[src/rtl/fifo_wr_arbiter_if.sv]
// Write-side bundle between NREQ requesters, the arbiter and a shared FIFO.
// master: arbiter side; slave: requester/FIFO side.
interface fifo_wr_arbiter_if #(
  parameter int unsigned NREQ = 4,
  parameter int unsigned DW   = 8
);
  logic [NREQ-1:0]    req;
  logic [NREQ*DW-1:0] req_data;
  logic [NREQ-1:0]    gnt;
  logic [NREQ-1:0]    ack;
  logic               buf_full;
  logic               wr_en;
  logic [DW-1:0]      buf_in;
  logic               busy;

  modport master (
    input  req, req_data, buf_full,
    output gnt, ack, wr_en, buf_in, busy
  );

  modport slave (
    output req, req_data, buf_full,
    input  gnt, ack, wr_en, buf_in, busy
  );
endinterface

[src/rtl/fifo_wr_arbiter.sv]
// Round-robin burst arbiter funnelling NREQ requesters into one FIFO write port.
// Define FIFO_WR_ARB_STATS_EN to add saturating words_cnt/stall_cnt outputs.
module fifo_wr_arbiter #(
  parameter int unsigned NREQ      = 4,
  parameter int unsigned DW        = 8,
  parameter int unsigned MAX_BURST = 4
) (
  input  logic              clk,
  input  logic              rst_n,
  fifo_wr_arbiter_if.master bus
`ifdef FIFO_WR_ARB_STATS_EN
  ,
  output logic [15:0]       words_cnt,
  output logic [15:0]       stall_cnt
`endif
);

  localparam int unsigned IdxW = (NREQ > 1) ? $clog2(NREQ) : 1;

  typedef enum logic [0:0] {StIdle, StBurst} state_e;

  state_e          state_q, state_d;
  logic [IdxW-1:0] owner_q, owner_d;
  logic [IdxW-1:0] last_q, last_d;
  logic [3:0]      cnt_q, cnt_d;

  logic [NREQ-1:0] gnt;
  logic [NREQ-1:0] ack;
  logic            wr_en;
  logic [IdxW-1:0] pick;
  logic            found;
  int unsigned     idx;

  // Grant is decoded from registered state only, so reset clears it without a clock.
  always_comb begin
    gnt = '0;
    if (state_q == StBurst) gnt[owner_q] = 1'b1;
  end

  assign ack   = gnt & bus.req & {NREQ{~bus.buf_full}};
  assign wr_en = |ack;

  assign bus.gnt    = gnt;
  assign bus.ack    = ack;
  assign bus.wr_en  = wr_en;
  assign bus.buf_in = wr_en ? bus.req_data[owner_q*DW +: DW] : '0;
  assign bus.busy   = (state_q == StBurst);

  // Round-robin search starting just after the previous owner.
  always_comb begin
    pick  = last_q;
    found = 1'b0;
    idx   = 0;
    for (int unsigned i = 1; i <= NREQ; i++) begin
      idx = (int'(last_q) + i) % NREQ;
      if (!found && bus.req[idx]) begin
        found = 1'b1;
        pick  = IdxW'(idx);
      end
    end
  end

  always_comb begin
    state_d = state_q;
    owner_d = owner_q;
    last_d  = last_q;
    cnt_d   = cnt_q;
    unique case (state_q)
      StIdle: begin
        if (found) begin
          state_d = StBurst;
          owner_d = pick;
          cnt_d   = '0;
        end
      end
      StBurst: begin
        if (!bus.req[owner_q]) begin
          state_d = StIdle;
          last_d  = owner_q;
        end else if (wr_en) begin
          cnt_d = cnt_q + 4'd1;
          if (cnt_q + 4'd1 == 4'(MAX_BURST)) begin
            state_d = StIdle;
            last_d  = owner_q;
          end
        end
      end
      default: state_d = StIdle;
    endcase
  end

  always_ff @(posedge clk or negedge rst_n) begin
    if (!rst_n) begin
      state_q <= StIdle;
      owner_q <= '0;
      last_q  <= IdxW'(NREQ - 1);
      cnt_q   <= '0;
    end else begin
      state_q <= state_d;
      owner_q <= owner_d;
      last_q  <= last_d;
      cnt_q   <= cnt_d;
    end
  end

`ifdef FIFO_WR_ARB_STATS_EN
  logic stall;
  assign stall = (state_q == StBurst) & bus.req[owner_q] & bus.buf_full;

  always_ff @(posedge clk or negedge rst_n) begin
    if (!rst_n) begin
      words_cnt <= '0;
      stall_cnt <= '0;
    end else begin
      if (wr_en && words_cnt != 16'hFFFF) words_cnt <= words_cnt + 16'd1;
      if (stall && stall_cnt != 16'hFFFF) stall_cnt <= stall_cnt + 16'd1;
    end
  end
`endif

endmodule

[src/flat_wrapper.sv]
// flat-port wrapper written by rule: the top's interface ports become plain ports
module fifo_wr_arbiter_flat 
#(
  parameter int unsigned NREQ      = 4,
  parameter int unsigned DW        = 8,
  parameter int unsigned MAX_BURST = 4
)
  (clk, rst_n, bus_req, bus_req_data, bus_buf_full, bus_gnt, bus_ack, bus_wr_en, bus_buf_in, bus_busy);
  fifo_wr_arbiter_if #(.NREQ(NREQ), .DW(DW)) bus_i ();
  input  logic clk;
  input  logic rst_n;
  input wire logic [$bits(bus_i.req)-1:0] bus_req;
  input wire logic [$bits(bus_i.req_data)-1:0] bus_req_data;
  input wire logic [$bits(bus_i.buf_full)-1:0] bus_buf_full;
  output wire logic [$bits(bus_i.gnt)-1:0] bus_gnt;
  output wire logic [$bits(bus_i.ack)-1:0] bus_ack;
  output wire logic [$bits(bus_i.wr_en)-1:0] bus_wr_en;
  output wire logic [$bits(bus_i.buf_in)-1:0] bus_buf_in;
  output wire logic [$bits(bus_i.busy)-1:0] bus_busy;
  assign bus_i.req = bus_req;
  assign bus_i.req_data = bus_req_data;
  assign bus_i.buf_full = bus_buf_full;
  assign bus_gnt = bus_i.gnt;
  assign bus_ack = bus_i.ack;
  assign bus_wr_en = bus_i.wr_en;
  assign bus_buf_in = bus_i.buf_in;
  assign bus_busy = bus_i.busy;
  fifo_wr_arbiter #(.NREQ(NREQ), .DW(DW), .MAX_BURST(MAX_BURST)) u_core (.clk(clk), .rst_n(rst_n), .bus(bus_i));
endmodule
[config.mk]
export PLATFORM = sky130hd
export DESIGN_NAME = fifo_wr_arbiter_flat
export DESIGN_NICKNAME = d
export VERILOG_FILES = /design/src/rtl/fifo_wr_arbiter_if.sv /design/src/rtl/fifo_wr_arbiter.sv /design/src/flat_wrapper.sv
export SDC_FILE = /design/constraint.sdc
export NUM_CORES = 1
export LEC_CHECK = 0
export BUFFER_PORTS_ARGS = -buffer_cell sky130_fd_sc_hd__buf_4
export CAP_MARGIN = 20
export CORE_MARGIN = 4
export CORE_UTILIZATION = 44
export CTS_BUF_LIST = sky130_fd_sc_hd__clkbuf_2
export CTS_CLUSTER_DIAMETER = 30
export CTS_CLUSTER_SIZE = 28
export DETAILED_ROUTE_END_ITERATION = 8
export PLACE_DENSITY = 0.82
export SYNTH_ARGS = -nofsm -noshare
export SYNTH_HDL_FRONTEND = slang
export SYNTH_SLANG_ARGS = --single-unit
[constraint.sdc]
create_clock -name clk -period 2.1 [get_ports clk]
set_input_delay 0.105 -clock clk [delete_from_list [all_inputs] [get_ports clk]]
set_output_delay 0.105 -clock clk [all_outputs]
set_load 0.01 [all_outputs]
==> results by group, run 1 <==
Critical path
  • Reg2Reg Capture Point: u_core.last_q[0]$_DFFE_PN1P_
  • Crit path cell chain: buf_4 > mux4_1 > and3_2 > buf_4
  • R2R setup slack: 340 ps
  • Worst EP required: 2000 ps
  • Count of cells along the worst register-to-register path: 4
  • Critical Path AT: 1840 ps
  • Largest stage delay, worst path: 590 ps
  • Slowest-stage cell, CP: mux4_1
  • Max FO, Critical Path: 18
  • Worst r2r src: u_core.owner_q[0]$_DFFE_PN0P_
  • Most used cell along the critical path: buf_4
  • Crit start category: register
  • Kind of critical path: reg -> out
  • CP endpoint kind: output pin

Global routing
  • Busiest grt layer: met2
  • Tot GR Track Use: 22.02%
  • GR Layer Usage met2: 41.33%
  • Initial antenna violation count: 0
  • M3 GR Usage: 4.709%
  • First-pass GRT wire length: 4560 um
  • Met1 Track Usage GR: 25.13%
  • Total congestion overflow: 0
  • Vias in the first global route: 957
  • Largest net degree at the start of global routing: 19

Synthesis
  • Yosys reg bits: 9
  • Seq/Total Area, Yosys: 24.56%
  • Post-Synth XOR/XNOR Area: 0.9447%
  • Largest family of logic cells by synthesized area: multiplexers
  • Mapped Cells: 86
  • Post-synth cell types: 38
  • Cell area after synthesis: 927.1 um2
  • Mapped Nets: 127
  • Post-synthesis mux area share: 29.82%
  • Main synth FF type: dfrtp_1
  • Post-synth ARST share: 100.0%
  • Synth Area in Compound Gates: 12.69%
  • Syn avg cell area: 10.78 um2
  • Post-synth EDFFs: 0
  • Simple-gate share of the synthesized area: 23.62%
  • Yosys warnings: 0
  • Synth Area in Adders: 2.699%

STA
  • Final hold viol count: 0
  • Crit share post-route: 92.70%
  • Final setup viols: 0
  • Clock skew: 4.711 ps
  • Peak Freq: 513.7 MHz
  • Final slew viol count: 0
  • Worst slew pin tran: 380.0 ps
  • Rel. slew slack: 74.57%
  • Final setup TNS: 0 ps
  • RSZ-0062 raised after global routing: false
  • Tmin final: 1947 ps
  • Hold Worst Slack: 202.4 ps

Cells and area
  • Share of layout cells above drive strength 1: 53.15%
  • Nets@finish: 185
  • Final Instance Count excl. Fillers: 170
  • Final Util: 70.27%
  • Commonest non-fill, non-tap cells in the layout: buf_4, mux4_1, and3_2, dfrtp_1, nor2_1
  • Area growth syn-to-layout: 50.20%
  • Commonest non-fill, non-tap cell in the layout: buf_4
  • Ant diodes: 0
  • Design area: 1393 um2

Flow run
  • MaxCap Viol Count: 0

CTS
  • Clock Path Buffers: 2
  • Post-CTS setup repair buffer count: 0
  • TritonCTS Buffers: 3
  • Clock latency on the worst-skew pair: 240 ps
  • Clk slew on worst S/H paths: 90 ps
  • Root buf cell: clkbuf_2
  • Sink Count: 9
  • CTS tree: built
  • H-tree Lvls: 1

Drt
  • WL final: 2927 um
  • Routed via count: 950
  • Post-DRT Antenna Nets: 0
  • Routed vias/inst: 5.588
  • Wire per inst: 17.22 um
  • # DRC: 0
  • 1st-pass router iterations: 6
  • Initial DRC count: 17

Place
  • DP HPWL: 2359 um
  • Cell count after placement: 165
  • Placed cell area: 1363 um2
  • GPL Wtd Cong: 0.7383
  • Input/output buffers: 56

Pwr
  • Pwr/cell area: 970.3 nW/um2
  • Leakage dissipation: 0.7262 nW
  • VDD IR max: 0.7526 mV

Floorplan
  • Die ar.: 2906 um2
  • Die W: 53.91 um
  • I/O pin count: 57
  • Core Region: 1982 um2
  • Row count: 16
  • Die height: 53.91 um
  • Starting density of the core: 46.78%

Hold path
  • Min-delay worst type: in -> async

Run status
  • Status: finished clean
[layer usage]
layer | vias up | wire [um]
met5 | - | 0
met3 | 4 | 220
li1 | 460 | -
met1 | 451 | 1164
met2 | 35 | 1520
met4 | 0 | 21
[flip-flops by register name, indices dropped and copies added, names as in the netlist]
signal           cells
u_core.last_q        2
u_core.cnt_q         4
u_core.owner_q       2
u_core.bus.busy      1
[metrics by stage]
stage               setup WS, ps  power (mW)
detailed placement         365.3       1.235
finish                     153.2       1.351
CTS                        149.5       1.354
floorplan                  273.0      0.9373
global route               38.48       1.456
global placement           394.5       1.203
[worst max-delay path, delay by kind of cell, from the launching register on]
kind	cells	cell delay [ps]
flip-flops	1	380
multiplexers	1	590
AND/OR/NAND/NOR	1	230
buffers and inverters	2	400
[cells in the mapped netlist, types with 3 or more instances]
library cell | instances | area share [%]
o21ai_0 | 3 | 1.6
nor2b_1 | 4 | 2.7
mux4_1 | 8 | 23
nor2_1 | 5 | 2.0
nand3_1 | 3 | 1.6
and3_1 | 3 | 2.0
inv_1 | 3 | 1.2
dfrtp_1 | 7 | 19
clkbuf_1 | 5 | 2.0
and3_2 | 7 | 5.7
nor3b_1 | 3 | 2.4
[where the power goes]
part | internal [mW] | total [mW] | switching, mW | leakage [nW]
sequential | 0.255 | 0.351 | 0.0959 | 0.109
clock | 0.0506 | 0.110 | 0.0590 | 0.0166
combinational | 0.487 | 0.891 | 0.404 | 0.601
[cells by family (layout without fill, tap and decap cells)]
| logic type | count (synthesis) | after routing |
|---|---|---|
| adder cells (fa/ha/maj) | 2 | 2 |
| flip-flops | 9 | 9 |
| multiplexers | 13 | 13 |
| AO/OA/AOI/OAI | 16 | 16 |
| XOR/XNOR | 1 | 1 |
| buffers and inverters | 10 | 67 |
| AND/OR/NAND/NOR | 35 | 35 |
[worst max-delay path by stage]
stage	start	to	slack, ps	cells after the start
2_1_floorplan	u_core.owner_q[0]$_DFFE_PN0P_	u_core.last_q[0]$_DFFE_PN1P_	270	6
3_3_place_gp	u_core.owner_q[0]$_DFFE_PN0P_	u_core.last_q[0]$_DFFE_PN1P_	390	4
3_5_place_dp	u_core.owner_q[0]$_DFFE_PN0P_	u_core.last_q[0]$_DFFE_PN1P_	370	4
4_1_cts	u_core.owner_q[0]$_DFFE_PN0P_	bus_buf_in[4]	150	4
5_1_grt	u_core.owner_q[0]$_DFFE_PN0P_	bus_buf_in[4]	40	4
6_report	u_core.owner_q[0]$_DFFE_PN0P_	bus_buf_in[4]	150	4
[what timing repair did]
action                    in CTS  in global routing
hold endpoints to repair       9                  0
resized for setup              0                  0
hold buffers                   1                  0
[area by class of cell]
cell class / instances / area [um2]
multi-input combinational: 67 / 646.9
fill: 156 / 589.3
timing repair buffer: 60 / 452.9
sequential: 9 / 227.7
tap: 27 / 33.78
clock buffer: 4 / 20.02
inverter: 3 / 11.26
No activity file was read; power rests on OpenSTA's default activity.
==> inputs of run 2 (changes only) <==
--- a/config.mk
+++ b/config.mk
@@ -8,12 +8,11 @@
 export BUFFER_PORTS_ARGS = -buffer_cell sky130_fd_sc_hd__buf_4
 export CAP_MARGIN = 20
 export CORE_MARGIN = 4
-export CORE_UTILIZATION = 44
+export CORE_UTILIZATION = 29
 export CTS_BUF_LIST = sky130_fd_sc_hd__clkbuf_2
 export CTS_CLUSTER_DIAMETER = 30
 export CTS_CLUSTER_SIZE = 28
 export DETAILED_ROUTE_END_ITERATION = 8
-export PLACE_DENSITY = 0.82
 export SYNTH_ARGS = -nofsm -noshare
 export SYNTH_HDL_FRONTEND = slang
 export SYNTH_SLANG_ARGS = --single-unit
==> run 2 against run 1 <==
- first-iteration DRC count grew 76%
- worst hold slack gained 25 ps
- non-clock buffer count grew 1
- core utilization shrank 24 points
==> results by group, run 2 (synthesis results as in run 1) <==
CTS
  • Post-CTS setup repair buffer count: 0 (unchanged)
  • TritonCTS Buffers: 3 (unchanged)
  • Clock latency on the worst-skew pair: 230 ps (was 240 ps)
  • Clock Path Buffers: 2 (unchanged)
  • Clk slew on worst S/H paths: 90 ps (about the same)
  • Post-cts gate resize count: 0 (unchanged)
  • Root buf cell: clkbuf_2 (unchanged)
  • CTS tree: built (unchanged)
  • H-tree Lvls: 1 (unchanged)
  • Sink Count: 9 (unchanged)

Cells and area
  • Fill count: 311 (was 156)
  • Design area: 1421 um2 (was 1393 um2)
  • Top reg by flops: u_core.cnt_q (unchanged)
  • Share of layout cells above drive strength 1: 53.47% (was 53.15%)
  • Nets@finish: 186 (was 185)
  • Top flop regs: u_core.cnt_q: 4 flops, u_core.last_q: 2 flops, u_core.owner_q: 2 flops (unchanged)
  • Area growth syn-to-layout: 53.31% (was 50.20%)
  • Ant diodes: 0 (unchanged)
  • Max reg flops: 4 (unchanged)
  • Commonest non-fill, non-tap cells in the layout: buf_4, mux4_1, and3_2, dfrtp_1, nor2_1 (unchanged)
  • Commonest non-fill, non-tap cell in the layout: buf_4 (unchanged)

Global routing
  • Tot GR Track Use: 14.10% (was 22.02%)
  • Initial antenna violation count: 0 (unchanged)
  • Total congestion overflow: 0 (unchanged)
  • First-pass GRT wire length: 4581 um (was 4560 um)
  • Vias in the first global route: 937 (was 957)
  • Largest net degree at the start of global routing: 19 (unchanged)

STA
  • Final hold viol count: 0 (unchanged)
  • Worst slew pin tran: 353.3 ps (was 380.0 ps)
  • Final setup TNS: 0 ps (unchanged)
  • RSZ-0062 raised after global routing: false (unchanged)
  • Clock skew: 3.992 ps (was 4.711 ps)
  • Hold Worst Slack: 227.0 ps (was 202.4 ps)
  • Crit share post-route: 92.43% (was 92.70%)
  • Final setup viols: 0 (unchanged)
  • Peak Freq: 515.2 MHz (was 513.7 MHz)
  • Final slew viol count: 0 (unchanged)
  • Tmin final: 1941 ps (was 1947 ps)
  • Rel. slew slack: 76.36% (was 74.57%)

Critical path
  • Crit path cell chain: buf_4 > mux4_1 > and3_2 > buf_4 (unchanged)
  • Crit start category: register (unchanged)
  • CP endpoint kind: output pin (unchanged)
  • Largest stage delay, worst path: 590 ps (about the same)
  • Most used cell along the critical path: buf_4 (unchanged)
  • Critical Path AT: 1840 ps (about the same)
  • Slowest-stage cell, CP: mux4_1 (unchanged)
  • Worst EP required: 2000 ps (about the same)
  • Count of cells along the worst register-to-register path: 4 (unchanged)
  • Max FO, Critical Path: 18 (unchanged)
  • R2R setup slack: 290 ps (was 340 ps)
  • Kind of critical path: reg -> out (unchanged)

Pwr
  • Internal: 0.8047 mW (was 0.7925 mW)
  • Clock group share of total power: 7.8% (was 8.1%)
  • VDD IR max: 0.3412 mV (was 0.7526 mV)
  • Leakage dissipation: 0.7309 nW (was 0.7262 nW)
  • Register share of total power: 24.6% (was 26.0%)
  • Sw Pwr: 0.5512 mW (was 0.5587 mW)
  • Combinational fraction of design power: 67.7% (was 65.9%)
  • Pwr/cell area: 954.0 nW/um2 (was 970.3 nW/um2)
  • Switch share: 40.65% (was 41.35%)

Drt
  • 1st-pass router iterations: 4 (was 6)
  • Initial DRC count: 30 (was 17)
  • Post-DRT Antenna Nets: 0 (unchanged)
  • Wire per inst: 15.13 um (was 17.22 um)
  • WL final: 2845 um (was 2927 um)
  • # DRC: 0 (unchanged)
  • Routed vias/inst: 4.957 (was 5.588)
  • Routed via count: 932 (was 950)

Place
  • DP HPWL: 2344 um (was 2359 um)
  • Placed cell area: 1391 um2 (was 1363 um2)
  • Input/output buffers: 56 (unchanged)
  • GPL Wtd Cong: 0.7676 (was 0.7383)

Run status
  • Status: finished clean (unchanged)

Floorplan
  • I/O pin count: 57 (unchanged)
  • Die W: 64.54 um (was 53.91 um)
  • Die height: 64.54 um (was 53.91 um)
  • Die ar.: 4165 um2 (was 2906 um2)
  • Row count: 20 (was 16)
  • Core Region: 3053 um2 (was 1982 um2)
  • Starting density of the core: 30.37% (was 46.78%)

Flow run
  • MaxCap Viol Count: 0 (unchanged)

Hold path
  • Min-delay worst type: in -> async (unchanged)
## run 2: cell count changes in the layout (fill, tap and decap cells not counted)
cell   delta
buf_4     +1
## run 2: layout make-up
type	instances	area [um2]	area share (%)
flip-flops and latches	9	227.7	16.02
clock buffers	4	20.02	1.408
multi-input cells	67	646.9	45.51
well taps	44	55.05	3.873
repair buffers	61	460.4	32.39
inverters	3	11.26	0.7923
## run 2: final timing paths
path / start / end
worst max register to register: u_core.owner_q[0]$_DFFE_PN0P_ / u_core.last_q[0]$_DFFE_PN1P_
worst min-delay path: rst_n / u_core.bus.busy$_DFF_PN0_
worst max-delay path: u_core.owner_q[0]$_DFFE_PN0P_ / bus_buf_in[0]
worst min register to register: u_core.cnt_q[2]$_DFFE_PN0P_ / u_core.cnt_q[2]$_DFFE_PN0P_
max in group asynchronous: rst_n / u_core.last_q[0]$_DFFE_PN1P_
min in group clk: bus_req[0] / u_core.owner_q[0]$_DFFE_PN0P_
## run 2: per-stage QoR
step | utilization (%) | std cells | worst slack, ps | total power [mW]
4_1_cts | 46.56 | 188 | 134.1 | 1.370
6_report | 46.56 | 188 | 159.1 | 1.356
5_1_grt | 46.56 | 188 | 61.57 | 1.474
3_3_place_gp | 45.57 | 183 | 392.2 | 1.233
3_5_place_dp | 45.57 | 183 | 314.6 | 1.260
2_1_floorplan | - | 86 | 273.0 | 0.9373
## run 2: per-layer routing
metal | wire length, um | vias to the layer above | GRT usage, %
li1 | - | 463 | -
met1 | 1262 | 443 | 17.34
met2 | 1460 | 22 | 24.74
met3 | 107 | 4 | 2.946
met4 | 14 | 0 | 3.958
met5 | 0 | - | 0
## run 2: timing repair
item	in CTS	in global routing
endpoints found under the hold margin	9	0
hold buffers	1	0
endpoints found under the setup margin	0	0
## run 2: power groups by stage
stage | combinational [mW] | clock [mW] | sequential, mW
2_1_floorplan | 0.612 | 0 | 0.325
3_3_place_gp | 0.901 | 0 | 0.332
3_5_place_dp | 0.925 | 0 | 0.335
4_1_cts | 0.929 | 0.110 | 0.331
5_1_grt | 1.01 | 0.120 | 0.346
6_report | 0.918 | 0.105 | 0.333
## run 2: worst max-delay path, delay by kind of cell, from the launching register on
kind	cells	cell delay [ps]
buf+inv	2	390
flops	1	380
mux	1	590
simple gates	1	240
==> inputs of run 3 (changes only) <==
--- a/config.mk
+++ b/config.mk
@@ -10,9 +10,10 @@
 export CORE_MARGIN = 4
 export CORE_UTILIZATION = 29
 export CTS_BUF_LIST = sky130_fd_sc_hd__clkbuf_2
-export CTS_CLUSTER_DIAMETER = 30
 export CTS_CLUSTER_SIZE = 28
 export DETAILED_ROUTE_END_ITERATION = 8
+export PLACE_DENSITY = 0.6
+export SETUP_SLACK_MARGIN = 0.1
 export SYNTH_ARGS = -nofsm -noshare
 export SYNTH_HDL_FRONTEND = slang
 export SYNTH_SLANG_ARGS = --single-unit
==> run 3 against run 2 <==
- via count decreased by 1.1%
- non-clock buffer count is the same
- cell area rose by 0.26%
- power grew 0.49%
- worst setup slack better by 51 ps
- clock power barely moved
- sequential share of layout area hardly changed
- clock skew shrank 1.3 ps
==> results by group, run 3 (synthesis results as in run 1) <==
Run status
  • Status: finished clean (unchanged)

Critical path
  • Worst EP required: 2000 ps (about the same)
  • CP endpoint kind: output pin (unchanged)
  • Count of cells along the worst register-to-register path: 4 (unchanged)
  • Top delay family on crit path: multiplexers (unchanged)
  • R2R setup slack: 280 ps (was 290 ps)
  • Kind of critical path: reg -> out (unchanged)
  • Largest stage delay, worst path: 580 ps (was 590 ps)
  • Worst r2r src: u_core.owner_q[0]$_DFFE_PN0P_ (unchanged)
  • WP buf/inv: 2 (unchanged)
  • Crit start category: register (unchanged)
  • CP endpoint: bus_buf_in[0] (unchanged)
  • Max FO, Critical Path: 18 (unchanged)
  • Slowest-stage cell, CP: mux4_1 (unchanged)
  • Reg2Reg Capture Point: u_core.last_q[0]$_DFFE_PN1P_ (unchanged)
  • Crit path depth: 4 (unchanged)
  • Worst setup path start: u_core.owner_q[0]$_DFFE_PN0P_ (unchanged)
  • Critical Path AT: 1780 ps (was 1840 ps)
  • Crit path cell chain: buf_6 > mux4_1 > and3_2 > buf_4 (was buf_4 > mux4_1 > and3_2 > buf_4)

STA
  • Crit share post-route: 89.99% (was 92.43%)
  • Final hold viol count: 0 (unchanged)
  • Final slew viol count: 0 (unchanged)
  • RSZ-0062 raised after global routing: false (unchanged)
  • Tmin final: 1890 ps (was 1941 ps)
  • Final setup TNS: 0 ps (unchanged)
  • Clock skew: 2.695 ps (was 3.992 ps)
  • Rel. slew slack: 76.59% (was 76.36%)
  • Final setup viols: 0 (unchanged)
  • Peak Freq: 529.2 MHz (was 515.2 MHz)
  • Worst Slack Setup Final: 210.2 ps (was 159.1 ps)
  • Worst slew pin tran: 348.0 ps (was 353.3 ps)

Pwr
  • Pwr/cell area: 956.2 nW/um2 (was 954.0 nW/um2)
  • VDD IR max: 0.3400 mV (was 0.3412 mV)
  • Leakage dissipation: 0.7322 nW (was 0.7309 nW)

Global routing
  • Initial antenna violation count: 0 (unchanged)
  • Vias in the first global route: 937 (unchanged)
  • Largest net degree at the start of global routing: 19 (unchanged)
  • Total congestion overflow: 0 (unchanged)
  • Tot GR Track Use: 14.10% (unchanged)
  • First-pass GRT wire length: 4581 um (unchanged)

Cells and area
  • Fill count: 310 (was 311)
  • Max reg flops: 4 (unchanged)
  • Area growth syn-to-layout: 53.71% (was 53.31%)
  • Share of layout cells above drive strength 1: 53.47% (unchanged)
  • Top flop regs: u_core.cnt_q: 4 flops, u_core.last_q: 2 flops, u_core.owner_q: 2 flops (unchanged)
  • Nets@finish: 186 (unchanged)
  • Ant diodes: 0 (unchanged)
  • Commonest non-fill, non-tap cell in the layout: buf_4 (unchanged)
  • Register area: 227.7 um2 (unchanged)
  • Area of the multi-input gates: 646.9 um2 (unchanged)
  • Top reg by flops: u_core.cnt_q (unchanged)
  • Commonest non-fill, non-tap cells in the layout: buf_4, mux4_1, and3_2, dfrtp_1, nor2_1 (unchanged)

Place
  • GPL Wtd Cong: 0.7676 (unchanged)
  • Input/output buffers: 56 (unchanged)
  • Setup slack at placement: 314.6 ps (unchanged)
  • DP HPWL: 2344 um (unchanged)

Floorplan
  • Die height: 64.54 um (unchanged)
  • I/O pin count: 57 (unchanged)
  • Die W: 64.54 um (unchanged)
  • Row count: 20 (unchanged)
  • Die ar.: 4165 um2 (unchanged)
  • Core Region: 3053 um2 (unchanged)
  • Starting density of the core: 30.37% (unchanged)

CTS
  • Sink Count: 9 (unchanged)
  • Root buf cell: clkbuf_2 (unchanged)
  • Clock latency on the worst-skew pair: 230 ps (about the same)
  • CTS tree: built (unchanged)
  • H-tree Lvls: 1 (unchanged)
  • TritonCTS Buffers: 3 (unchanged)
  • Clk slew on worst S/H paths: 80 ps (was 90 ps)
  • Clock Path Buffers: 2 (unchanged)

Drt
  • Wire per inst: 15.16 um (was 15.13 um)
  • 1st-pass router iterations: 4 (unchanged)
  • Routed via count: 922 (was 932)
  • Routed vias/inst: 4.904 (was 4.957)
  • Initial DRC count: 28 (was 30)
  • Post-DRT Antenna Nets: 0 (unchanged)
  • # DRC: 0 (unchanged)
  • WL final: 2850 um (was 2845 um)

Hold path
  • Min-delay worst type: in -> async (unchanged)

Flow run
  • MaxCap Viol Count: 0 (unchanged)
==> run 3: layout make-up <==
type	instances	area share [%]
clock buffers	4	1.405
inverters	3	0.7902
multi-input cells	67	45.39
flip-flops and latches	9	15.98
well taps	44	3.863
repair buffers	61	32.57
==> run 3: worst min-delay path by stage <==
stage / startpoint / to / slack, ps
after detailed placement: rst_n / u_core.cnt_q[1]$_DFFE_PN0P_ / -70
after CTS: rst_n / u_core.bus.busy$_DFF_PN0_ / 200
final: rst_n / u_core.bus.busy$_DFF_PN0_ / 230
after floorplan: rst_n / u_core.bus.busy$_DFF_PN0_ / -190
after global placement: rst_n / u_core.cnt_q[1]$_DFFE_PN0P_ / -70
after global routing: bus_req[0] / u_core.owner_q[0]$_DFFE_PN0P_ / 220
==> run 3: power by group <==
part	total, mW	leakage [nW]	internal (mW)	switching [mW]
combinational	0.924	0.607	0.505	0.419
clock	0.105	0.0166	0.0507	0.0539
sequential	0.334	0.109	0.255	0.0788
total	1.36	0.732	0.811	0.552
==> run 3: timing repair <==
item,in CTS,in global routing
hold buffers,1,0
setup buffers,0,0
hold endpoints to repair,9,0
resized for setup,0,1
setup endpoints to repair,0,6
==> run 3: stage by stage <==
stage / power (mW) / cells / hold WS (ps) / cell area, um2 / util [%]
2_1_floorplan: 0.9373 / 86 / -190.6 / 927.1 / -
3_3_place_gp: 1.233 / 183 / -70.97 / 1391 / 45.57
3_5_place_dp: 1.260 / 183 / -70.03 / 1391 / 45.57
4_1_cts: 1.370 / 188 / 203.8 / 1421 / 46.56
5_1_grt: 1.482 / 188 / 219.4 / 1425 / 46.68
6_report: 1.363 / 188 / 230.6 / 1425 / 46.68
==> run 3: routing by layer <==
metal | wire, um | up-vias | GRT usage (%)
met1 | 1275 | 439 | 17.34
li1 | - | 461 | -
met4 | 10 | 0 | 3.958
met2 | 1457 | 20 | 24.74
met3 | 107 | 2 | 2.946
met5 | 0 | - | 0
==> run 3: worst register-to-register path: cells and delay by family, from the launching register on <==
| kind | cells | cell delay, ps |
|---|---|---|
| AO/OA/AOI/OAI | 1 | 150 |
| multiplexers | 2 | 950 |
| flip-flops | 1 | 390 |
| AND/OR/NAND/NOR | 1 | 260 |
